`config.mk`:
```
export PLATFORM = sky130hd
export DESIGN_NAME = ex_mem_pipe_reg_flat
export DESIGN_NICKNAME = d
export VERILOG_FILES = /design/src/rtl/ex_mem_pipe_reg_if.sv /design/src/rtl/ex_mem_pipe_reg.sv /design/src/flat_wrapper.sv
export SDC_FILE = /design/constraint.sdc
export NUM_CORES = 1
export LEC_CHECK = 0
export BUFFER_PORTS_ARGS = -buffer_cell sky130_fd_sc_hd__buf_2
export CAP_MARGIN = 20
export CORE_ASPECT_RATIO = 0.75
export CORE_MARGIN = 2
export CORE_UTILIZATION = 49
export CTS_CLUSTER_SIZE = 16
export DETAILED_ROUTE_END_ITERATION = 10
export MAX_ROUTING_LAYER = met4
export PLACE_DENSITY = 0.75
export SLEW_MARGIN = 20
export SYNTH_ARGS = -nofsm -noshare
export SYNTH_HDL_FRONTEND = slang
export SYNTH_SLANG_ARGS = --single-unit
export TNS_END_PERCENT = 5
```
`constraint.sdc`:
```
create_clock -name clk -period 9 [get_ports clk]
set_clock_uncertainty 0.05 [all_clocks]
set_input_delay 0.9 -clock clk [delete_from_list [all_inputs] [get_ports clk]]
set_output_delay 0.9 -clock clk [all_outputs]
set_load 0.02 [all_outputs]
```
`src/rtl/ex_mem_pipe_reg_if.sv`:
```
// EX/MEM pipeline buffer bundle: EX-side input bundle, MEM-side head payload,
// flush, handshakes and the derived branch/jump/forwarding/perf outputs.
// master = the EX/MEM environment driving inputs; slave = the buffer itself.
interface ex_mem_pipe_reg_if #(
  parameter int DATA_W  = 32,
  parameter int RADDR_W = 5,
  parameter int M_W     = 3,
  parameter int WB_W    = 2,
  parameter int JSHF_W  = 28,
  parameter int CNT_W   = 16
);
  // EX side
  logic               flush;
  logic               in_valid;
  logic               in_ready;
  logic [M_W-1:0]     in_M;
  logic [WB_W-1:0]    in_WB;
  logic [DATA_W-1:0]  in_add;
  logic               in_flag;
  logic [DATA_W-1:0]  in_res;
  logic [DATA_W-1:0]  in_dat2;
  logic [RADDR_W-1:0] in_mux;
  logic [JSHF_W-1:0]  in_ShfJ;
  logic               J_in;
  // MEM side
  logic               out_valid;
  logic               out_ready;
  logic [M_W-1:0]     ou_M;
  logic [WB_W-1:0]    ou_WB;
  logic [DATA_W-1:0]  ou_add;
  logic               ou_flag;
  logic [DATA_W-1:0]  ou_res;
  logic [DATA_W-1:0]  ou_dat2;
  logic [RADDR_W-1:0] ou_mux;
  logic [JSHF_W-1:0]  ou_ShfJ;
  logic               J_out;
  // derived status
  logic               branch_taken;
  logic               jump_taken;
  logic               fwd_en;
  logic [CNT_W-1:0]   stall_cnt;

  modport master (
    output flush, in_valid, in_M, in_WB, in_add, in_flag, in_res, in_dat2,
           in_mux, in_ShfJ, J_in, out_ready,
    input  in_ready, out_valid, ou_M, ou_WB, ou_add, ou_flag, ou_res, ou_dat2,
           ou_mux, ou_ShfJ, J_out, branch_taken, jump_taken, fwd_en, stall_cnt
  );

  modport slave (
    input  flush, in_valid, in_M, in_WB, in_add, in_flag, in_res, in_dat2,
           in_mux, in_ShfJ, J_in, out_ready,
    output in_ready, out_valid, ou_M, ou_WB, ou_add, ou_flag, ou_res, ou_dat2,
           ou_mux, ou_ShfJ, J_out, branch_taken, jump_taken, fwd_en, stall_cnt
  );
endinterface

```
`src/rtl/ex_mem_pipe_reg.sv`:
```
// Purpose: EX/MEM pipeline buffer with 2-entry skid (main + skid), flush, fwd/branch/jump status, stall counter.
// Latency: 1 cycle from accept to out_valid when empty; 1 bundle/cycle sustained.
// Backpressure: in_ready = !skid_valid straight from a flop; no combinational path from out_ready.
// Ports: clk, rst (async, active-high); bus (slave modport) carries flush, the EX-side
// in_* bundle with in_valid/in_ready, the MEM-side ou_* head with out_valid/out_ready,
// and branch_taken / jump_taken / fwd_en / stall_cnt.
module ex_mem_pipe_reg #(
  parameter int DATA_W       = 32,
  parameter int RADDR_W      = 5,
  parameter int M_W          = 3,
  parameter int WB_W         = 2,
  parameter int JSHF_W       = 28,
  parameter int BRANCH_BIT   = 2,
  parameter int REGWRITE_BIT = 1,
  parameter int CNT_W        = 16
) (
  input logic              clk,
  input logic              rst,
  ex_mem_pipe_reg_if.slave bus
);

  typedef struct packed {
    logic [M_W-1:0]     m;
    logic [WB_W-1:0]    wb;
    logic [DATA_W-1:0]  add;
    logic               flag;
    logic [DATA_W-1:0]  res;
    logic [DATA_W-1:0]  dat2;
    logic [RADDR_W-1:0] mux;
    logic [JSHF_W-1:0]  shfj;
    logic               j;
  } bundle_t;

  localparam logic [CNT_W-1:0] CNT_MAX = '1;

  bundle_t          main_q, skid_q, in_b;
  logic             main_vld, skid_vld;
  logic             accept, drain;
  logic [CNT_W-1:0] stall_q;

  assign in_b.m    = bus.in_M;
  assign in_b.wb   = bus.in_WB;
  assign in_b.add  = bus.in_add;
  assign in_b.flag = bus.in_flag;
  assign in_b.res  = bus.in_res;
  assign in_b.dat2 = bus.in_dat2;
  assign in_b.mux  = bus.in_mux;
  assign in_b.shfj = bus.in_ShfJ;
  assign in_b.j    = bus.J_in;

  assign bus.in_ready = ~skid_vld;
  assign accept       = bus.in_valid & ~skid_vld;
  assign drain        = main_vld & bus.out_ready;

  // Flush kills only the control fields; data fields keep their last value.
  function automatic bundle_t kill_ctl(input bundle_t b);
    bundle_t r;
    r   = b;
    r.m = '0;
    r.wb = '0;
    r.j = 1'b0;
    return r;
  endfunction

  always_ff @(posedge clk or posedge rst) begin
    if (rst) begin
      main_vld <= 1'b0;
      skid_vld <= 1'b0;
      main_q   <= '0;
      skid_q   <= '0;
    end else if (bus.flush) begin
      main_vld <= 1'b0;
      skid_vld <= 1'b0;
      main_q   <= kill_ctl(main_q);
      skid_q   <= kill_ctl(skid_q);
    end else if (!main_vld || drain) begin
      // Main frees up: the older skid entry always goes first to keep order.
      if (skid_vld) begin
        main_q   <= skid_q;
        main_vld <= 1'b1;
        if (accept) begin
          skid_q   <= in_b;
          skid_vld <= 1'b1;
        end else begin
          skid_vld <= 1'b0;
        end
      end else begin
        skid_vld <= 1'b0;
        if (accept) begin
          main_q   <= in_b;
          main_vld <= 1'b1;
        end else begin
          main_vld <= 1'b0;
        end
      end
    end else if (accept) begin
      // Main is stalled: park the input; in_ready drops next cycle.
      skid_q   <= in_b;
      skid_vld <= 1'b1;
    end
  end

  always_ff @(posedge clk or posedge rst) begin
    if (rst) begin
      stall_q <= '0;
    end else if (main_vld && !bus.out_ready && stall_q != CNT_MAX) begin
      stall_q <= stall_q + 1'b1;
    end
  end

  assign bus.out_valid = main_vld;
  assign bus.ou_M      = main_vld ? main_q.m  : '0;
  assign bus.ou_WB     = main_vld ? main_q.wb : '0;
  assign bus.J_out     = main_vld & main_q.j;
  assign bus.ou_add    = main_q.add;
  assign bus.ou_flag   = main_q.flag;
  assign bus.ou_res    = main_q.res;
  assign bus.ou_dat2   = main_q.dat2;
  assign bus.ou_mux    = main_q.mux;
  assign bus.ou_ShfJ   = main_q.shfj;
  assign bus.stall_cnt = stall_q;

  assign bus.branch_taken = main_vld & main_q.m[BRANCH_BIT] & main_q.flag;
  assign bus.jump_taken   = main_vld & main_q.j;
  assign bus.fwd_en       = main_vld & main_q.wb[REGWRITE_BIT] & (main_q.mux != '0);

endmodule

```
`src/flat_wrapper.sv`:
```
// flat-port wrapper written by rule: the top's interface ports become plain ports
module ex_mem_pipe_reg_flat 
#(
  parameter int DATA_W       = 32,
  parameter int RADDR_W      = 5,
  parameter int M_W          = 3,
  parameter int WB_W         = 2,
  parameter int JSHF_W       = 28,
  parameter int BRANCH_BIT   = 2,
  parameter int REGWRITE_BIT = 1,
  parameter int CNT_W        = 16
)
  (clk, rst, bus_flush, bus_in_valid, bus_in_M, bus_in_WB, bus_in_add, bus_in_flag, bus_in_res, bus_in_dat2, bus_in_mux, bus_in_ShfJ, bus_J_in, bus_out_ready, bus_in_ready, bus_out_valid, bus_ou_M, bus_ou_WB, bus_ou_add, bus_ou_flag, bus_ou_res, bus_ou_dat2, bus_ou_mux, bus_ou_ShfJ, bus_J_out, bus_branch_taken, bus_jump_taken, bus_fwd_en, bus_stall_cnt);
  ex_mem_pipe_reg_if #(.DATA_W(DATA_W), .RADDR_W(RADDR_W), .M_W(M_W), .WB_W(WB_W), .JSHF_W(JSHF_W), .CNT_W(CNT_W)) bus_i ();
  input logic clk;
  input logic rst;
  input wire logic [$bits(bus_i.flush)-1:0] bus_flush;
  input wire logic [$bits(bus_i.in_valid)-1:0] bus_in_valid;
  input wire logic [$bits(bus_i.in_M)-1:0] bus_in_M;
  input wire logic [$bits(bus_i.in_WB)-1:0] bus_in_WB;
  input wire logic [$bits(bus_i.in_add)-1:0] bus_in_add;
  input wire logic [$bits(bus_i.in_flag)-1:0] bus_in_flag;
  input wire logic [$bits(bus_i.in_res)-1:0] bus_in_res;
  input wire logic [$bits(bus_i.in_dat2)-1:0] bus_in_dat2;
  input wire logic [$bits(bus_i.in_mux)-1:0] bus_in_mux;
  input wire logic [$bits(bus_i.in_ShfJ)-1:0] bus_in_ShfJ;
  input wire logic [$bits(bus_i.J_in)-1:0] bus_J_in;
  input wire logic [$bits(bus_i.out_ready)-1:0] bus_out_ready;
  output wire logic [$bits(bus_i.in_ready)-1:0] bus_in_ready;
  output wire logic [$bits(bus_i.out_valid)-1:0] bus_out_valid;
  output wire logic [$bits(bus_i.ou_M)-1:0] bus_ou_M;
  output wire logic [$bits(bus_i.ou_WB)-1:0] bus_ou_WB;
  output wire logic [$bits(bus_i.ou_add)-1:0] bus_ou_add;
  output wire logic [$bits(bus_i.ou_flag)-1:0] bus_ou_flag;
  output wire logic [$bits(bus_i.ou_res)-1:0] bus_ou_res;
  output wire logic [$bits(bus_i.ou_dat2)-1:0] bus_ou_dat2;
  output wire logic [$bits(bus_i.ou_mux)-1:0] bus_ou_mux;
  output wire logic [$bits(bus_i.ou_ShfJ)-1:0] bus_ou_ShfJ;
  output wire logic [$bits(bus_i.J_out)-1:0] bus_J_out;
  output wire logic [$bits(bus_i.branch_taken)-1:0] bus_branch_taken;
  output wire logic [$bits(bus_i.jump_taken)-1:0] bus_jump_taken;
  output wire logic [$bits(bus_i.fwd_en)-1:0] bus_fwd_en;
  output wire logic [$bits(bus_i.stall_cnt)-1:0] bus_stall_cnt;
  assign bus_i.flush = bus_flush;
  assign bus_i.in_valid = bus_in_valid;
  assign bus_i.in_M = bus_in_M;
  assign bus_i.in_WB = bus_in_WB;
  assign bus_i.in_add = bus_in_add;
  assign bus_i.in_flag = bus_in_flag;
  assign bus_i.in_res = bus_in_res;
  assign bus_i.in_dat2 = bus_in_dat2;
  assign bus_i.in_mux = bus_in_mux;
  assign bus_i.in_ShfJ = bus_in_ShfJ;
  assign bus_i.J_in = bus_J_in;
  assign bus_i.out_ready = bus_out_ready;
  assign bus_in_ready = bus_i.in_ready;
  assign bus_out_valid = bus_i.out_valid;
  assign bus_ou_M = bus_i.ou_M;
  assign bus_ou_WB = bus_i.ou_WB;
  assign bus_ou_add = bus_i.ou_add;
  assign bus_ou_flag = bus_i.ou_flag;
  assign bus_ou_res = bus_i.ou_res;
  assign bus_ou_dat2 = bus_i.ou_dat2;
  assign bus_ou_mux = bus_i.ou_mux;
  assign bus_ou_ShfJ = bus_i.ou_ShfJ;
  assign bus_J_out = bus_i.J_out;
  assign bus_branch_taken = bus_i.branch_taken;
  assign bus_jump_taken = bus_i.jump_taken;
  assign bus_fwd_en = bus_i.fwd_en;
  assign bus_stall_cnt = bus_i.stall_cnt;
  ex_mem_pipe_reg #(.DATA_W(DATA_W), .RADDR_W(RADDR_W), .M_W(M_W), .WB_W(WB_W), .JSHF_W(JSHF_W), .BRANCH_BIT(BRANCH_BIT), .REGWRITE_BIT(REGWRITE_BIT), .CNT_W(CNT_W)) u_core (.clk(clk), .rst(rst), .bus(bus_i));
endmodule
```
==> results.md <==
* Status: finished, final reports clean
* Filler cells at 2297
* Later-pin clock latency in the skew report at ~0.54 ns
* Multi-input logic area at 0.00458 mm2
* Max VDD drop at ~170 uV
* Number of core rows at a little over 50
* GPL Wtd Cong at 0.870
* Remaining DRCs at 0
* R2R Setup Slk at between 5 and 6 ns
* Clk pwr share at around a third
* CP startpoint: u_core.skid_vld
* Final WL at slightly above 30000 um
* DRT antenna net count at 0
* Worst Reg-to-Reg Cells at 6
* Final setup fails at 0
* Syn Inst Count at between 1000 and 1500
* Post-CTS Setup Inserts at 0
* Total core area at around 0.026 mm2
* Share of cells above drive strength 1 at about a quarter
* Reg-to-Reg Start: u_core.skid_vld
* Pleak at about 7 nW
* CTS Buffer Depth at 3
* Die area at ~0.028 mm2
* Startpoint Class: register
* RSZ-0062 raised after global routing: false
* Hold buffer count at CTS at 0
* FF/Latch Area at slightly above 0.007 mm2
* P_int at 2.49 mW
* Largest net degree at the start of global routing at ~130
* Post-CTS Resized at 0
* Post-Synth XOR/XNOR Area at less than 1%
* Sequential power share at 48.0%
* Iter 0 DRT Violations at 621
* Hold path depth at 2
* DR vias at approximately 9600
* Gr usage total at a little over a fifth
* Final Hold Viols at 0
* IO buf count at ~300
* Pre-CTS WS at around 5.4 ns
* Die Y at between 100 and 150 um
* Register area share after synthesis at around 55%
* Initial Util at around half
* Power Density at ~240 mW/mm2
* Post-DP HPWL at 19600 um
* WHS at ~0.42 ns
* Final worst slack at approximately 5.4 ns
* Complex-gate fraction of the synthesized area at just over 6%
* Logic pwr share at between 10% and 20%
* Cell area after layout at roughly 0.015 mm2
* Largest family of logic cells by synthesized area: simple AND/OR/NAND/NOR gates
* Clock tree root buffer cell: clkbuf_16
* Critical path type: register to register
* H-tree Lvls at 1
* Worst-path clk slew at approximately 0.060 ns
* Final #Nets at 1644
* Simple-gate portion of the synthesized area at 17.4%
* First-pass GRT wire length at between 40000 and 50000 um
* Synth Net Count at 1508
* Overflow after GRT at 0
* Post-Syn Area at 0.0132 mm2
* Final worst path period need at approximately 3.6 ns
* Vias in the first global route at between 9000 and 10000
* FF-to-FF End: u_core.bus.ou_dat2[12]
* Synthesis-to-layout area growth at 12.8%
* Most common cell after layout, fill and taps aside: nand2_1
* Ys Warns at 0
* Worst Hold Class: register to register
* Post-Syn Area per Cell at around 9.6 um2
* Drt first pass iters at 5
* Slew headroom at roughly 32%
* Worst EP arrival at between 3 and 4 ns
* Switching share of power at between 20 and 30%
* Adder-cell share of the synthesized area at less than 1%
* Worst Tran Pin Value at a little over 1 ns
* Max-slew violations at 0
* Synth unique cells at 38
* Most frequent cells in the layout: 394 x nand2_1, 297 x buf_2, 289 x dfrtp_1, 137 x nor2_1, 136 x mux2i_1
* Switching power at around 1.0 mW
* Top fanout value on the critical path at slightly below 80
* Routed length per placed instance at 16.1 um
* Crit. End Element: register
* Multiplexer share of the synthesized area at between 10% and 20%
* Num CTS Buffers at 29
* Placed inst area at roughly 0.014 mm2
* Vias/cell at between 5 and 6
* CTS Sinks at 290
* Top-level port count at between 200 and 300
* Yosys reg bits at 290
* Highest Clock Rate at approximately 280 MHz
* Die X at slightly below 200 um
* Max-Cap Viols at 0
* Crit share post-route at between 30% and 40%
* Initial antenna violation count at 6
* CP required at approximately 9.4 ns
* Setup TNS at 0 ns
* CTS tree: built
cells by family (layout without fill, tap and decap cells):
kind of cell,count (synthesis),in the layout
and+or+nand+nor,570,570
muxes,137,137
adders and majority gates,1,1
AOI/OAI and AO/OA,149,149
xor gates and xnor gates,13,13
DFF,290,290
other,0,6
buffers and inverters,206,364
Yosys cell counts, drive strengths merged:
master,number,share of area (%)
a21oi,132,5.0
a22o,6,0.40
a31oi,4,0.19
and2,6,0.29
and2b,1,0.057
and3,3,0.14
and4,1,0.067
buf,184,9.5
clkbuf,19,0.54
dfrtp,290,55
ha,1,0.095
inv,3,0.086
mux2,1,0.086
mux2i,136,10
nand2,394,11
nand2b,1,0.048
nand3,5,0.19
nand3b,2,0.11
nand4,5,0.33
nand4b,1,0.067
nor2,138,4.0
nor3,6,0.31
nor3b,1,0.057
nor4,3,0.30
o21a,1,0.057
o2bb2ai,6,0.40
or3,2,0.13
or4,1,0.057
xnor2,6,0.40
xor2,7,0.47
power by group through the flow:
stage               registers, mW  logic, mW  clock network (mW)
floorplan                    1.68      0.548                   0
global placement             1.71      0.611                   0
detailed placement           1.71      0.632                   0
CTS                          1.69      0.634                1.24
global route                 1.72      0.698                1.29
finish                       1.69      0.626                1.21
per-stage QoR:
step                utilization [%]  power, mW  std cells
floorplan                         -       2.23       1366
global placement               53.0       2.32       1814
detailed placement             53.0       2.35       1815
CTS                            56.7       3.57       1868
global route                   56.8       3.72       1874
finish                         56.8       3.53       1874
per-layer routing:
layer	GRT usage [%]	routed length (um)
met1	29.9	13800
met2	33.0	13800
met3	4.98	2090
met4	5.23	556
met5	-	0
worst max-delay path, cell delays in order (launching register included):
cell     delay, ns
dfrtp_4       1.02
nor2_1        0.27
nor3_4        0.50
buf_4         0.61
buf_4         0.69
nor2_1        0.10
a21oi_1       0.17
worst max-delay path by stage:
stage                                  to  slack [ns]  depth (start not counted)
6_report           u_core.bus.ou_dat2[12]        5.42                          6
5_1_grt             u_core.bus.ou_res[28]        5.10                          6
4_1_cts            u_core.bus.ou_dat2[12]        5.37                          6
3_5_place_dp       u_core.bus.ou_dat2[12]        5.41                          6
3_3_place_gp        u_core.bus.ou_res[26]        4.94                          6
2_1_floorplan  asynchronous set/reset pin        0.04                          1
layout make-up:
type                       instances  area share [%]
sequential                       290            48.9
inverter                           3           0.126
tap                              344            2.90
clock inverter                     7           0.573
clock buffer                      46            5.86
timing repair buffer             308            10.7
multi-input combinational        870            30.9
antenna                            6           0.101
Note: power is estimated with default switching activity, not from simulation.
